<file path="config.mk">
export PLATFORM = sky130hd
export DESIGN_NAME = control_unit_mc
export DESIGN_NICKNAME = d
export VERILOG_FILES = /design/src/rtl/control_unit_mc.sv
export SDC_FILE = /design/constraint.sdc
export NUM_CORES = 1
export LEC_CHECK = 0
export BUFFER_PORTS_ARGS = -buffer_cell sky130_fd_sc_hd__buf_4
export CORE_MARGIN = 8
export CORE_UTILIZATION = 38
export CTS_CLUSTER_SIZE = 30
export DETAILED_ROUTE_END_ITERATION = 8
export GPL_TIMING_DRIVEN = 0
export PLACE_DENSITY = 0.58
export SLEW_MARGIN = 15
export SYNTH_ARGS = -nofsm -noshare
export SYNTH_HDL_FRONTEND = slang
export SYNTH_SLANG_ARGS = --single-unit
</file>
<file path="constraint.sdc">
create_clock -name clk -period 3.6 [get_ports clk]
set_clock_uncertainty 0.15 [all_clocks]
set_input_delay 0.18 -clock clk [delete_from_list [all_inputs] [get_ports clk]]
set_output_delay 0.18 -clock clk [all_outputs]
set_load 0.01 [all_outputs]
</file>
<file path="src/rtl/control_unit_mc.sv">
// Multi-cycle control unit: decodes an instruction, holds it through a fixed
// multiply/divide or load latency, then issues registered control signals.
module control_unit_mc #(
    parameter int MULDIV_LAT = 4,
    parameter int MEM_LAT    = 2,
    parameter bit HAS_DIV    = 1'b1
) (
    input  logic       clk,
    input  logic       rst,
    input  logic       instr_valid,
    output logic       instr_ready,
    input  logic       flush,
    input  logic [1:0] instruction_type,
    input  logic [4:0] func,
    output logic       ctrl_valid,
    output logic       illegal,
    output logic       BranchB,
    output logic       BranchI,
    output logic       BranchGEQ,
    output logic       BranchLEQ,
    output logic       MemToReg,
    output logic       MemRead,
    output logic       MemWrite,
    output logic       ALUSrc,
    output logic       RegWrite,
    output logic       RegSrc2,
    output logic       RegSrc1,
    output logic [2:0] ALUOp,
    output logic [1:0] ImmSrc
);

    localparam logic [1:0] IDLE  = 2'd0;
    localparam logic [1:0] EXEC  = 2'd1;
    localparam logic [1:0] MEMW  = 2'd2;
    localparam logic [1:0] ISSUE = 2'd3;

    // Bits kept while waiting: ALUOp/ALUSrc/ImmSrc/RegSrc*/MemRead/MemToReg.
    localparam logic [15:0] HOLD_MASK = 16'h0D7F;

    logic [1:0]  state, state_n;
    logic [3:0]  cnt, cnt_n;
    logic [15:0] dec, dec_q, dec_n, ctl_q, ctl_n;
    logic        cv_n, illegal_n, accept;

    logic       d_legal, d_muldiv, d_div, d_load;
    logic [2:0] d_aluop;
    logic [1:0] d_immsrc;
    logic       d_alusrc, d_regwrite, d_regsrc;
    logic       d_memread, d_memtoreg, d_memwrite;
    logic       d_bb, d_bi, d_bgeq, d_bleq;

    always_comb begin
        d_legal    = 1'b0;
        d_muldiv   = 1'b0;
        d_div      = 1'b0;
        d_load     = 1'b0;
        d_aluop    = 3'b000;
        d_immsrc   = 2'b00;
        d_alusrc   = 1'b0;
        d_regwrite = 1'b0;
        d_regsrc   = 1'b0;
        d_memread  = 1'b0;
        d_memtoreg = 1'b0;
        d_memwrite = 1'b0;
        d_bb       = 1'b0;
        d_bi       = 1'b0;
        d_bgeq     = 1'b0;
        d_bleq     = 1'b0;
        case (instruction_type)
            2'b01: begin
                d_legal    = 1'b1;
                d_regwrite = 1'b1;
                d_alusrc   = func[4];
                d_immsrc   = func[4] ? 2'b10 : 2'b00;
                case (func)
                    5'b00000, 5'b10100: d_aluop = 3'b000;
                    5'b00001, 5'b10101: d_aluop = 3'b001;
                    5'b00010, 5'b10110: begin
                        d_aluop  = 3'b010;
                        d_muldiv = 1'b1;
                    end
                    5'b00011, 5'b10111: begin
                        d_aluop  = 3'b011;
                        d_muldiv = 1'b1;
                        d_div    = 1'b1;
                    end
                    5'b11000: d_aluop = 3'b100;
                    5'b11001: d_aluop = 3'b101;
                    5'b01011, 5'b11010, 5'b11100: d_aluop = 3'b110;
                    default:  d_legal = 1'b0;
                endcase
                if (d_div && !HAS_DIV) d_legal = 1'b0;
            end
            2'b10: begin
                d_legal  = 1'b1;
                d_aluop  = 3'b001;
                d_regsrc = 1'b1;
                case (func[4:3])
                    2'b00: d_bb   = 1'b1;
                    2'b01: d_bleq = 1'b1;
                    2'b10: d_bi   = 1'b1;
                    2'b11: d_bgeq = 1'b1;
                endcase
            end
            2'b00: begin
                d_alusrc = 1'b1;
                d_immsrc = 2'b01;
                case (func[4:3])
                    2'b00: begin
                        d_legal    = 1'b1;
                        d_load     = 1'b1;
                        d_memread  = 1'b1;
                        d_memtoreg = 1'b1;
                        d_regwrite = 1'b1;
                    end
                    2'b01: begin
                        d_legal    = 1'b1;
                        d_memwrite = 1'b1;
                    end
                    default: d_legal = 1'b0;
                endcase
            end
            default: d_legal = 1'b0;
        endcase
        // Illegal codes drive every field to zero.
        dec = d_legal ? {d_bb, d_bi, d_bgeq, d_bleq, d_memtoreg, d_memread, d_memwrite,
                         d_alusrc, d_regwrite, d_regsrc, d_regsrc, d_aluop, d_immsrc} : '0;
    end

    assign instr_ready = ((state == IDLE) || (state == ISSUE)) && !flush;
    assign accept      = instr_valid && instr_ready;
    assign dec_n       = accept ? dec : dec_q;

    always_comb begin
        state_n   = state;
        cnt_n     = cnt;
        illegal_n = 1'b0;
        if (flush) begin
            state_n = IDLE;
            cnt_n   = 4'd0;
        end else begin
            case (state)
                IDLE, ISSUE: begin
                    state_n = IDLE;
                    if (accept) begin
                        if (!d_legal) begin
                            illegal_n = 1'b1;
                        end else if (d_muldiv && (MULDIV_LAT > 1)) begin
                            state_n = EXEC;
                            cnt_n   = 4'(MULDIV_LAT - 1);
                        end else if (d_load && (MEM_LAT > 1)) begin
                            state_n = MEMW;
                            cnt_n   = 4'(MEM_LAT - 1);
                        end else begin
                            state_n = ISSUE;
                        end
                    end
                end
                default: begin
                    if (cnt <= 4'd1) begin
                        state_n = ISSUE;
                        cnt_n   = 4'd0;
                    end else begin
                        cnt_n = cnt - 4'd1;
                    end
                end
            endcase
        end
    end

    // Outputs are a function of the state being entered, so they line up with it.
    always_comb begin
        ctl_n = '0;
        cv_n  = 1'b0;
        case (state_n)
            ISSUE: begin
                ctl_n = dec_n;
                cv_n  = 1'b1;
            end
            EXEC, MEMW: ctl_n = dec_n & HOLD_MASK;
            default: ctl_n = '0;
        endcase
    end

    always_ff @(posedge clk or posedge rst) begin
        if (rst) begin
            state      <= IDLE;
            cnt        <= 4'd0;
            ctl_q      <= '0;
            ctrl_valid <= 1'b0;
            illegal    <= 1'b0;
        end else begin
            state      <= state_n;
            cnt        <= cnt_n;
            ctl_q      <= ctl_n;
            ctrl_valid <= cv_n;
            illegal    <= illegal_n;
        end
    end

    always_ff @(posedge clk) begin
        if (accept) dec_q <= dec;
    end

    assign {BranchB, BranchI, BranchGEQ, BranchLEQ, MemToReg, MemRead, MemWrite,
            ALUSrc, RegWrite, RegSrc2, RegSrc1, ALUOp, ImmSrc} = ctl_q;

endmodule
</file>
== Yosys cells after proc, flatten, opt, wreduce, memory -nomap -nowiden ==
Cells that the tools add are included.

* Register bits after elaboration: 40
* Input port bits: 11
* Output and inout port bits: 19
* Word-level logic and storage cells: 94

* Add/sub/neg operators: 1
* $lt $le $gt $ge: 1
* Eq/ne operators: 24
* Muxes and demuxes: 44
* Reductions and logical operators: 18

{| class="wikitable"
|+ Operators with widths
! cell !! count
|-
| $eq A5 B5 Y1 const B || 8
|-
| $mux W16 || 2
|-
| $pmux W16 S2 || 1
|-
| $mux W4 || 7
|-
| $mux W1 || 21
|-
| $pmux W3 S6 || 1
|-
| $mux W2 || 7
|-
| $reduce_or A13 Y1 || 1
|-
| $eq A2 B2 Y1 const B || 6
|-
| $reduce_or A2 Y1 || 6
|-
| $eq A5 B2 Y1 const B || 2
|-
| $eq A2 B1 Y1 const B || 3
|-
| $logic_not A2 Y1 || 3
|-
| $ne A3 B3 Y1 const B || 2
|-
| $pmux W3 S2 || 1
|-
| $eq A5 B1 Y1 const B || 1
|-
| $eq A5 B4 Y1 const B || 1
|-
| $logic_not A5 Y1 || 1
|-
| $le A4 B1 Y1 const B || 1
|-
| $ne A4 B4 Y1 const B || 1
|-
| $pmux W1 S2 || 2
|-
| $pmux W2 S2 || 1
|-
| $reduce_or A4 Y1 || 1
|-
| $sub A4 B1 Y4 const B || 1
|-
| other kinds (6) || 7
|}

== Depth between registers and ports, before layout ==
* Word-level depth: 12
* Depth in mapped cells: 14
* Mapped depth without buffers: 11

== Worst setup path after synthesis ==
OpenSTA, ideal clock, no wires.

* Path kind: reg-to-reg
* From: register state[0]
* To: register ctl_q[8]
* Arrival: 2.506 ns
* Path slack: 0.840 ns
* Cell stages (with the launch flop): 11
* Path buffers: 2
* Path through: dfrtp_1 -> xnor2_2 -> and3_4 -> nand2b_1 -> buf_6 -> o32a_1 -> ha_1 -> nor2_1 -> or2_2 -> clkbuf_1 -> o41ai_2

* Word-level cells in the longest chain between the ends: 10
* Elaborated cells on any way between the ends: 16
* Those cells by class: eq/ne (4); mux (6); reduce/logical (6)

{| class="wikitable"
|+ RTL lines
! what !! RTL line !! RTL
|-
| from (decl) || 40 || <nowiki>logic [1:0] state, state_n;</nowiki>
|-
| from (signal assigned) || 193 || <nowiki>state <= state_n;</nowiki>
|-
| $eq A2 B2 Y1 or $logic_not A2 Y1 (tied branches) || 130, 142 ||
|-
| $logic_or A1 B1 Y1 || 130 || <nowiki>assign instr_ready = ((state == IDLE) || (state == ISSUE)) && !flush;</nowiki>
|-
| $logic_and A1 B1 Y1 || 130 ||
|-
| $logic_and A1 B1 Y1 || 131 || <nowiki>assign accept = instr_valid && instr_ready;</nowiki>
|-
| $mux W2 || 145 || <nowiki>if (accept) begin</nowiki>
|-
| $mux W2 || 142 || <nowiki>case (state)</nowiki>
|-
| $mux W2 || 138 || <nowiki>if (flush) begin</nowiki>
|-
| $eq A2 B1 Y1 or $eq A2 B2 Y1 (tied branches) || 175 || <nowiki>case (state_n)</nowiki>
|-
| $reduce_or A2 Y1 || 175 ||
|-
| $pmux W16 S2 (*) || 175 ||
|-
| net ctl_n[8] || 42 || <nowiki>logic [15:0] dec, dec_q, dec_n, ctl_q, ctl_n;</nowiki>
|-
| to (signal assigned) || 195 || <nowiki>ctl_q <= ctl_n;</nowiki>
|-
| to (decl) || 42 ||
|}

Mark *: on every way through the listed nets, which the timed path passes. The rest lies on a longest branch.
A chain may end at the register's enable or synchronous reset.

== Final worst setup path ==
* From: register state[0]
* To: register ctl_q[8]

* Word-level cells in the longest chain between the ends: 10
* Elaborated cells on any way between the ends: 16
* Those cells by class: eq/ne (4); mux (6); reduce/logical (6)

{| class="wikitable"
|+ RTL lines
! what !! RTL line
|-
| $eq A2 B2 Y1 or $logic_not A2 Y1 (tied branches) || 130, 142
|-
| $logic_or A1 B1 Y1 || 130
|-
| $logic_and A1 B1 Y1 || 130
|-
| $logic_and A1 B1 Y1 || 131
|-
| $mux W2 || 145
|-
| $mux W2 (*) || 142
|-
| $mux W2 (*) || 138
|-
| net state_n[0] || 40
|-
| $eq A2 B1 Y1 or $eq A2 B2 Y1 (tied branches) || 175
|-
| $reduce_or A2 Y1 || 175
|-
| $pmux W16 S2 (*) || 175
|-
| net ctl_n[8] || 42
|}

Marks and branches as above.

==> out/summary.txt <==
share of layout cells above drive strength 1 -> 24.36%
CTS Buf Count -> 5
Synth Instances -> 199
slowest cell on the critical path -> dfrtp_1
first-pass GRT wire length -> 7.527 mm
setup total negative slack -> 0 ns
# hold bufs at CTS -> 1
Total GRT Usage -> 12.44%
vias per inst -> 5.020
most frequent cells in the layout -> 29 x buf_4, 27 x nand2_1, 24 x dfrtp_1, 16 x dfxtp_1, 10 x a21oi_1
clock power share -> 21.9%
share of power burned in registers -> 42.8%
CTS tree -> built
vias -> 1526
hold depth -> 3
sw frac -> 35.90%
largest net degree at the start of global routing -> 25
die height -> 88.70 um
P_int -> 0.8379 mW
Routed WL -> 4.308 mm
post-cts resize count -> 0
run status -> completed
CTS root buffer -> clkbuf_8
Congestion Overflow GR -> 0
Max-cap violations -> 0
kind of critical path -> reg -> reg
Final Max Tran Viols -> 0
power share of the combinational group -> 35.3%
Hold Path Class -> in -> reg
initial antenna violation count -> 0
Top Family by Delay on Critical Path -> compound AO/OA/AOI/OAI gates
synth unique cells -> 55
Die ar. -> 7867 um^2
EDFF count, synth -> 0
WP buf/inv -> 2
crit path DAT -> 3.20 ns
Initial Utilization -> 39.32%
Worst Reg-to-Reg Cells -> 10
H-tree Lvls -> 2
Worst slew margin -> 39.04%
Async SR Flop Fraction -> 60.00%
fin crit share -> 88.07%
CP Cell Sequence -> xnor2_2, and3_4, nand2b_1, buf_6, o32ai_1, ha_1, nor2_1, or2_2, clkbuf_1, o41ai_2
post-synthesis register bit count -> 40
Post-CTS Setup Bufs -> 0
Placer Congestion -> 0.7831
DIE WIDTH -> 88.70 um
drt pass-1 iters -> 4
Req. time, crit path -> 3.63 ns
post-synthesis sequential area ratio -> 45.86%
Worst VDD drop -> 0.0002381 V
I/O Pins -> 30
Critical Path Max Stage Delay -> 0.45 ns
setup violation total in the final timing report -> 0
final hold vios -> 0
Tmin final -> 3.170 ns
critical path depth -> 10
Mapped Area -> 2008 um^2
Synth Flop Type -> dfrtp_1
RR Endpoint -> ctl_q[8]
most common cell after layout, fill and taps aside -> buf_4
drt wl/cell -> 14.17 um
RSZ-0062 raised after global routing -> no
core area -> 5107 um^2
NetSw -> 0.4693 mW
Antenna Diode Count -> 0
Mean Syn Cell Area -> 10.09 um^2
PortBufs -> 26
Pwr per Cell Area -> 548.7 nW/um^2
measured slew at the worst slew-check pin -> 0.9134 ns
Total Power -> 1.307 mW
Post-Syn Nets -> 218
Synth Warn # -> 0
crit end category -> register
reg2reg start -> state[0]
CP max FO -> 8
nets -> 252
clk buf depth -> 2
synth-to-layout area growth -> 18.63%
Worst Setup Start Kind -> register
FF-to-FF setup slack -> 0.43 ns
DRC Markers -> 0
Antenna Nets Post-Route -> 0
filler cell count -> 494
Max Freq -> 0.3154 GHz
post-DP HPWL -> 3.197 mm
# clock sinks -> 40
Leak Pwr -> 1.075 nW
clk slew on worst S/H paths -> 0.07 ns
Clk Latency, worst-skew pair -> 0.29 ns
worst setup path start -> state[0]
Critical path destination -> ctl_q[8]
number of global-route vias before repair -> 1537
std cell rows -> 26
Iter 0 DRT Violations -> 107
-- kinds of logic after synthesis --
family	synth area share [%]
adder cells (fa/ha/maj)	4.985
AND/OR/NAND/NOR	22.31
buffers and inverters	4.922
flip-flops	45.86
XOR/XNOR	2.057
multiplexers	1.558
AO/OA/AOI/OAI	18.32
-- through the flow --
step / util (%) / setup WS [ns] / hold slack (ns) / instances / instance area (um^2)
3_3_place_gp: 44.86 / 0.2845 / 0.2650 / 295 / 2291
5_1_grt: 46.64 / 0.1808 / 0.1301 / 304 / 2382
4_1_cts: 46.64 / 0.4333 / 0.08125 / 304 / 2382
3_5_place_dp: 44.86 / 0.2915 / 0.2745 / 295 / 2291
6_report: 46.64 / 0.4296 / 0.09032 / 304 / 2382
2_1_floorplan: - / 0.8400 / 0.04462 / 199 / 2008
-- synthesized netlist by cell type, types with 5 or more instances --
| cell | n | area [um^2] |
|---|---|---|
| a21oi_1 | 10 | 50.05 |
| dfrtp_1 | 24 | 600.6 |
| dfxtp_1 | 16 | 320.3 |
| ha_1 | 8 | 100.1 |
| inv_1 | 7 | 26.28 |
| nand2_1 | 27 | 101.4 |
| nand2b_1 | 9 | 56.30 |
| nand3_1 | 8 | 40.04 |
| nor2_1 | 7 | 26.28 |
| nor3_1 | 5 | 25.02 |
| o21ai_0 | 7 | 35.03 |
| or3_1 | 5 | 31.28 |
-- worst min-delay path: stages --
cell	delay, ns
buf_4	0.11
a21oi_1	0.07
o2bb2ai_1	0.13
-- power groups by stage --
stage | Clock [mW] | Combinational [mW] | Sequential (mW)
finish | 0.287 | 0.461 | 0.559
floorplan | 0 | 0.332 | 0.569
detailed placement | 0 | 0.462 | 0.568
CTS | 0.295 | 0.464 | 0.560
global route | 0.311 | 0.522 | 0.568
global placement | 0 | 0.460 | 0.568
-- registers in the layout, indices dropped and copies added, names as in the netlist --
| register | count |
|---|---|
| cnt | 4 |
| ctl_q | 16 |
| ctrl_valid | 1 |
| dec_q | 16 |
| illegal | 1 |
| state | 2 |
-- routing by layer --
metal / up-vias / global-route usage [%] / share of wire [%]
met5: - / 0 / 0
met4: 0 / 5.991 / 2.0
met3: 6 / 3.064 / 5.3
met2: 34 / 18.26 / 44
met1: 700 / 16.55 / 49
li1: 786 / - / -
-- layout make-up --
cell class | instances | area [um^2] | area share [%]
Multi-Input combinational cell | 141 | 988.4 | 41.49
Sequential cell | 40 | 920.9 | 38.66
Buffer | 11 | 72.57 | 3.046
Clock buffer | 7 | 76.32 | 3.204
Clock inverter | 1 | 5.005 | 0.2101
Inverter | 7 | 26.28 | 1.103
Timing Repair Buffer | 27 | 205.2 | 8.613
Tap cell | 70 | 87.58 | 3.676
-- worst min-delay path by stage --
stage	endpoint	startpoint	slack, ns
floorplan	cnt[0]	rst	0.04
global placement	dec_q[13]	dec_q[13]	0.27
detailed placement	dec_q[9]	dec_q[9]	0.27
CTS	ctl_q[2]	func[0]	0.08
global route	dec_q[2]	func[0]	0.13
finish	ctl_q[2]	func[0]	0.09
Power figures use the tool's default switching activity.
